[config.mk]
export PLATFORM = sky130hd
export DESIGN_NAME = hack_cpu
export DESIGN_NICKNAME = d
export VERILOG_FILES = /design/src/rtl/hack_pkg.sv /design/src/rtl/hack_cpu_alu.sv /design/src/rtl/hack_cpu.sv
export SDC_FILE = /design/constraint.sdc
export NUM_CORES = 1
export LEC_CHECK = 0
export ABC_CLOCK_PERIOD_IN_PS = 6400
export CELL_PAD_IN_SITES_DETAIL_PLACEMENT = 0
export CELL_PAD_IN_SITES_GLOBAL_PLACEMENT = 1
export CORE_UTILIZATION = 39
export DETAILED_ROUTE_END_ITERATION = 10
export GPL_TIMING_DRIVEN = 0
export PLACE_DENSITY = 0.9
export SYNTH_ARGS = -nofsm -noshare
export SYNTH_HDL_FRONTEND = slang
export SYNTH_SLANG_ARGS = --single-unit
export TNS_END_PERCENT = 50
[constraint.sdc]
create_clock -name clk -period 6.4 [get_ports clk]
set_input_delay 0.96 -clock clk [delete_from_list [all_inputs] [get_ports clk]]
set_output_delay 0.96 -clock clk [all_outputs]
set_load 0.05 [all_outputs]
[src/rtl/hack_pkg.sv]
// Shared widths and instruction bit positions for the Hack CPU slice.
package hack_pkg;
  localparam int unsigned WORD_W = 16;
  localparam int unsigned ADDR_W = 15;

  localparam int unsigned I_TYPE = 15;
  localparam int unsigned I_A    = 12;
  localparam int unsigned I_ZX   = 11;
  localparam int unsigned I_NX   = 10;
  localparam int unsigned I_ZY   = 9;
  localparam int unsigned I_NY   = 8;
  localparam int unsigned I_F    = 7;
  localparam int unsigned I_NO   = 6;
  localparam int unsigned I_D1   = 5;
  localparam int unsigned I_D2   = 4;
  localparam int unsigned I_D3   = 3;
  localparam int unsigned I_J1   = 2;
  localparam int unsigned I_J2   = 1;
  localparam int unsigned I_J3   = 0;
endpackage

[src/rtl/hack_cpu_alu.sv]
// 16-bit Hack ALU: optional zero/negate on each operand, add or and, optional negate of result.
module ALU
  import hack_pkg::*;
(
  input  logic [WORD_W-1:0] x,
  input  logic [WORD_W-1:0] y,
  input  logic              zx,
  input  logic              nx,
  input  logic              zy,
  input  logic              ny,
  input  logic              f,
  input  logic              no,
  output logic [WORD_W-1:0] out,
  output logic              zr,
  output logic              ng
);
  logic [WORD_W-1:0] x_z, x_n, y_z, y_n, res;

  always_comb begin
    x_z = zx ? '0 : x;
    x_n = nx ? ~x_z : x_z;
    y_z = zy ? '0 : y;
    y_n = ny ? ~y_z : y_z;
    // Carry out of the add is discarded; the sum wraps at 16 bits.
    res = f ? (x_n + y_n) : (x_n & y_n);
    out = no ? ~res : res;
    zr  = (out == '0);
    ng  = out[WORD_W-1];
  end
endmodule

[src/rtl/hack_cpu.sv]
// Hack CPU core: decodes A/C instructions, drives the ALU, holds A, D and PC, resolves jumps.
module hack_cpu
  import hack_pkg::*;
(
  input  logic              clk,
  input  logic              reset,
  input  logic              stall,
  input  logic [WORD_W-1:0] instruction,
  input  logic [WORD_W-1:0] inM,
  output logic [WORD_W-1:0] outM,
  output logic              writeM,
  output logic [ADDR_W-1:0] addressM,
  output logic [ADDR_W-1:0] pc
);
  logic [WORD_W-1:0] a_reg, d_reg, alu_y, alu_out;
  logic [ADDR_W-1:0] pc_reg;
  logic              is_c, alu_zr, alu_ng, jump;

  assign is_c  = instruction[I_TYPE];
  assign alu_y = instruction[I_A] ? inM : a_reg;

  ALU u_alu (
    .x  (d_reg),
    .y  (alu_y),
    .zx (instruction[I_ZX]),
    .nx (instruction[I_NX]),
    .zy (instruction[I_ZY]),
    .ny (instruction[I_NY]),
    .f  (instruction[I_F]),
    .no (instruction[I_NO]),
    .out(alu_out),
    .zr (alu_zr),
    .ng (alu_ng)
  );

  assign jump = is_c & ((instruction[I_J1] & alu_ng) |
                        (instruction[I_J2] & alu_zr) |
                        (instruction[I_J3] & ~alu_ng & ~alu_zr));

  assign outM     = alu_out;
  assign writeM   = is_c & instruction[I_D3] & ~stall & ~reset;
  assign addressM = a_reg[ADDR_W-1:0];
  assign pc       = pc_reg;

  // Jump target and memory address both use A as it was before this edge.
  always_ff @(posedge clk) begin
    if (reset) begin
      a_reg  <= '0;
      d_reg  <= '0;
      pc_reg <= '0;
    end else if (!stall) begin
      if (!is_c)
        a_reg <= instruction;
      else if (instruction[I_D1])
        a_reg <= alu_out;
      if (is_c && instruction[I_D2])
        d_reg <= alu_out;
      pc_reg <= jump ? a_reg[ADDR_W-1:0] : pc_reg + 15'd1;
    end
  end
endmodule
After elaboration in Yosys (flattened, before gate mapping)
Index checks and enable logic that the tools add are counted.
Word-level totals
  output and inout bits: 47
  bits in registers: 47
  logic and storage cells: 38
  input bits: 35
Operators by class
  $add $sub $neg: 2
  eq/ne operators: 1
  bitwise gates (word level): 18
  multiplexer cells: 10
  reductions and logical operators: 4
Operator list (count)
  2-to-1 mux 16 bit: 9
  NOT 16 bit: 3
  adder 16 bit: 1
  AND 16 bit: 1
  logical NOT 16 bit: 1
  adder 15 x 1 -> 15 bit, second input constant: 1
  2-to-1 mux 15 bit: 1
  AND 1 bit: 8
  NOT 1 bit: 4
  AND reduction 2 bit: 2
  inequality test 2 bit, second input constant: 1
  OR 1 bit: 2
  logical AND 1 bit: 1

Depth between registers and ports, before layout
  depth after elaboration: 14
  depth in mapped cells: 19
  gate-level depth less buffers: 16

Hierarchy
A second synthesis with hierarchy kept.
Second synthesis, totals
  cells, all modules: 574
  area total of the unflattened synthesis: 4578.1 um^2
By module, submodules not included
  hack_cpu: instances 1, area an instance 2671.3 um^2, cells an instance 307
  ALU: instances 1, area an instance 1906.8 um^2, cells an instance 267

Least setup slack after synthesis
No wires, ideal clock.
  path kind: in2reg
  from: input port instruction[12]
  to: register pc_reg[2] (netlist: pc[2])
  path slack: 205 ps
  cell stages on the path: 17
  arrival time: 6118 ps
  cell sequence: clkbuf_1 -> clkbuf_1 -> mux2i_1 -> nor2_1 -> xor2_1 -> ha_1 -> buf_2 -> a21oi_1 -> o21ai_0 -> a211o_1 -> o311ai_0 -> a21boi_0 -> a211o_1 -> a2111oi_0 -> a211o_1 -> or4b_1 -> a41oi_2
On the way
  cells in the longest elaborated chain, start to end: 14
  elaborated cells on any way between the ends: 20
RTL lines
  from (decl): line hack_cpu.sv:8  | input logic [WORD_W-1:0] instruction,
  2-to-1 mux 16 bit *: line hack_cpu.sv:20  | assign alu_y = instruction[I_A] ? inM : a_reg;
  2-to-1 mux 16 bit *: line hack_cpu_alu.sv:22  | y_z = zy ? '0 : y;
  NOT 16 bit: line hack_cpu_alu.sv:23  | y_n = ny ? ~y_z : y_z;
  2-to-1 mux 16 bit *: line hack_cpu_alu.sv:23
  adder 16 bit or AND 16 bit (tied branches): line hack_cpu_alu.sv:25  | res = f ? (x_n + y_n) : (x_n & y_n);
  2-to-1 mux 16 bit *: line hack_cpu_alu.sv:25
  NOT 16 bit: line hack_cpu_alu.sv:26  | out = no ? ~res : res;
  2-to-1 mux 16 bit *: line hack_cpu_alu.sv:26
  named net outM[11]: line hack_cpu.sv:10  | output logic [WORD_W-1:0] outM,
  logical NOT 16 bit *: line hack_cpu_alu.sv:27  | zr = (out == '0);
  AND 1 bit or NOT 1 bit (tied branches): line hack_cpu.sv:37, hack_cpu.sv:38
  OR 1 bit or AND 1 bit (tied branches): line hack_cpu.sv:36, hack_cpu.sv:38
  OR 1 bit *: line hack_cpu.sv:37  | (instruction[I_J2] & alu_zr) |
  AND 1 bit *: line hack_cpu.sv:36  | assign jump = is_c & ((instruction[I_J1] & alu_ng) |
  2-to-1 mux 15 bit *: line hack_cpu.sv:58  | pc_reg <= jump ? a_reg[ADDR_W-1:0] : pc_reg + 15'd1;
  to (signal assigned): line hack_cpu.sv:58
  to (decl): line hack_cpu.sv:16  | logic [ADDR_W-1:0] pc_reg;
Mark *: on every way through the listed nets, which the timed path passes. The rest lies on a longest branch.
A chain may end at the register's enable or synchronous reset.

Worst setup path in the final report
  from: input port instruction[11]
  to: output port outM[11]
On the way
  cells in the longest elaborated chain, start to end: 7
  elaborated cells on any way between the ends: 8
RTL lines
  2-to-1 mux 16 bit *: line hack_cpu_alu.sv:20  | x_z = zx ? '0 : x;
  NOT 16 bit: line hack_cpu_alu.sv:21  | x_n = nx ? ~x_z : x_z;
  2-to-1 mux 16 bit *: line hack_cpu_alu.sv:21
  adder 16 bit or AND 16 bit (tied branches): line hack_cpu_alu.sv:25
  2-to-1 mux 16 bit *: line hack_cpu_alu.sv:25
  NOT 16 bit: line hack_cpu_alu.sv:26
  2-to-1 mux 16 bit *: line hack_cpu_alu.sv:26
  to (decl): line hack_cpu.sv:10
Mark *: on every way between the ends. The rest lies on a longest branch, timed or not.

==> flow_summary.toml <==
[critical_path]
cp.arrival_ns = 5.13
required_ns = 5.44
cp-end-kind = "output port"
crit_type = "primary input to output port"
startpoint_type = "primary input"
crit_fanout = 10

[routing]
wl_um = 13400
ant_nets = 0
drtPass1Iterations = 5
vias = 4553
drc = 0
first_iter_violations = 280
routed_via_density = 5.57
wl_per_cell_um = 16.4

[timing]
fin_crit_ns = 6.09
timing_worst_slew_pin_value_ns = 0.670
max_freq_mhz = 164
maxSlewHeadroom = 0.548
finalCritPeriodShare = 0.951
hold_viol = 0
setup_violations = 0
worst_clock_skew_ns = 0.00941
final_max_slew_viol_count = 0
grt_setup_unrepaired = "false"

[placement]
dpl.hpwl_um = 10600
place_congestion = 0.855
port_buffers = 75
post-place-cells = 809
place_area_um2 = 5360

[logic_synthesis]
ys_seq_area_frac = 0.212
synth-main-ff-cell = "dfxtp_1"
avgSynthCellArea_um2 = 7.47
netlist-cell-type-count = 63
syn_inst = 594
synth-adder-area-share = 0.0525
ys_seq_elements = 47
synth_edf_count = 0
synthArstFlopShare = 0
synth_nets = 647
netlist.area_leader.share = 0.212
ys_warn_count = 0
synthMuxAreaShare = 0.0725
ys_top_cells_by_area = "dfxtp_1, mux2i_1, nand2_1"
yosysTopAreaCell = "dfxtp_1"
synth-simple-area-share = 0.269
syn-cell-area_um2 = 4440
synth_xor_area_frac = 0.0987
synth_compound_area_frac = 0.221
synth_top_family_by_area = "simple AND/OR/NAND/NOR gates"

[worst_hold_path]
min_path_type = "register to register"

[cts]
clock_sinks = 47
clock-root-buffer = "clkbuf_16"
clk_latency_ns = 0.29
clk_path_buf_depth = 2
cts_made_buffers = 5
post_cts_buffers = 0
cts_tree = "yes"
cts.clk_slew.worst_paths_ns = 0.06
h-tree-depth = 2

[finish]
final_area_um2 = 5550
antenna_cells = 0
fin_util = 0.505
fill_cells = 1105
final_cell_mix = "nand2_1, clkdlybuf4s50_1, nor2_1"
area_growth_pct = 25.1
final_nets = 729
register_area_um2 = 941
layout.cells.non_filler = 817
mostFrequentLayoutCell = "nand2_1"
multi_input_area_um2 = 3170
layout-drive-gt1-share = 0.0694

[grt]
antenna_found_initial = 0
grt_pass1_wl_um = 21600
grt_pass1_vias = 4249
grt_usage = 0.231
grt_max_degree = 16
gr-total-overflow = 0

[power_and_ir_drop]
switching_share = 0.429
p_comb_frac = 0.512
static-leakage-power_nw = 2.12
p_int_w = 0.000765
p_seq_frac = 0.250
clock_power_share = 0.238
peakVddDrop_v = 0.000126
switchingPower_w = 0.000575
power_density_nw_per_um2 = 241

[run_status]
status = "complete, no violations"

[floorplan]
core_area_um2 = 11000
io_pins = 82
dieHeight_um = 109
rows = 38
start_util = 0.404
die_w_um = 109
die_area_um2 = 11800

[flow_run]
max_cap_violations = 0
## cells in the mapped netlist (11+ instances only)
cell type and instances:
clkbuf_1 29, nand2b_1 25, inv_1 11, a31oi_1 17
a21o_1 17, ha_1 17, nor3_1 11, a211oi_1 17
a21oi_1 30, dfxtp_1 47, nand2_1 78, mux2i_1 31
nand3_1 13, buf_4 17, xnor2_1 29, nand3b_1 14
xor2_1 21, nor2_1 58
## logic make-up (layout without fill, tap and decap cells)
family                     count (synthesis)  after routing
and+or+nand+nor                          242            242
AOI/OAI and AO/OA                        136            136
buffers and inverters                     69            152
xor gates and xnor gates                  50             50
DFF                                       47             47
muxes                                     32             32
adders and majority gates                 18             18
## per-layer routing
| layer | up-vias | GRT usage | part of all wire |
|---|---|---|---|
| met1 | 2183 | 0.303 | 0.45 |
| met2 | 112 | 0.408 | 0.50 |
| met5 | - | 0 | 0 |
| li1 | 2251 | - | - |
| met3 | 7 | 0.0233 | 0.044 |
| met4 | 0 | 0.0531 | 0.0077 |
## final cells by class
type                    instances  share of cell area
flip-flops and latches         47               0.170
clock buffers                   6              0.0250
multi-input cells             478               0.571
well taps                     140              0.0316
plain buffers                  57              0.0519
inverters                      12             0.00812
repair buffers                 75               0.136
clock inverters                 2             0.00699
## critical path, cell delays in order
cell and delay, ns:
clkdlybuf4s50_1 0.59, clkbuf_1 0.38, nand2b_1 0.18, xnor2_1 0.13, ha_1 0.25, buf_2 0.18, a21oi_1 0.23, o21ai_0 0.20
a211o_1 0.35, o311ai_0 0.29, a21boi_1 0.49, clkdlybuf4s50_1 0.90
## metrics by stage
stage	setup TNS, ns	total power, W	hold WS [ns]	setup slack, ns
2_1_floorplan	0	0.000825	0.437	0.205
3_3_place_gp	-0.250	0.00101	0.442	-0.106
3_5_place_dp	-0.417	0.00102	0.448	-0.164
5_1_grt	0	0.00140	0.477	0.0771
4_1_cts	0	0.00134	0.457	0.0609
6_report	0	0.00134	0.458	0.311
## path summary, 6_finish.rpt
kind	start	to	slack (ns)	cells past startpoint
max	instruction[11]	outM[11]	0.31	12
min	d_reg[14]	d_reg[14]	0.46	2
max reg2reg	a_reg[1]	pc[6]	1.72	16
min reg2reg	d_reg[14]	d_reg[14]	0.46	2
## timing repair
action / in CTS / in global routing
cloned: 0 / 0
gates resized for setup: 1 / 7
hold buffers: 0 / 0
setup endpoints to repair: 3 / 3
## power groups by stage
stage / clock (W) / sequential, W / combinational [W]
after floorplan: 0 / 0.000354 / 0.000471
after global placement: 0 / 0.000341 / 0.000671
after detailed placement: 0 / 0.000341 / 0.000680
after CTS: 0.000319 / 0.000335 / 0.000682
after global routing: 0.000331 / 0.000338 / 0.000734
final: 0.000319 / 0.000335 / 0.000686
Note: power is estimated with default switching activity, not from simulation.
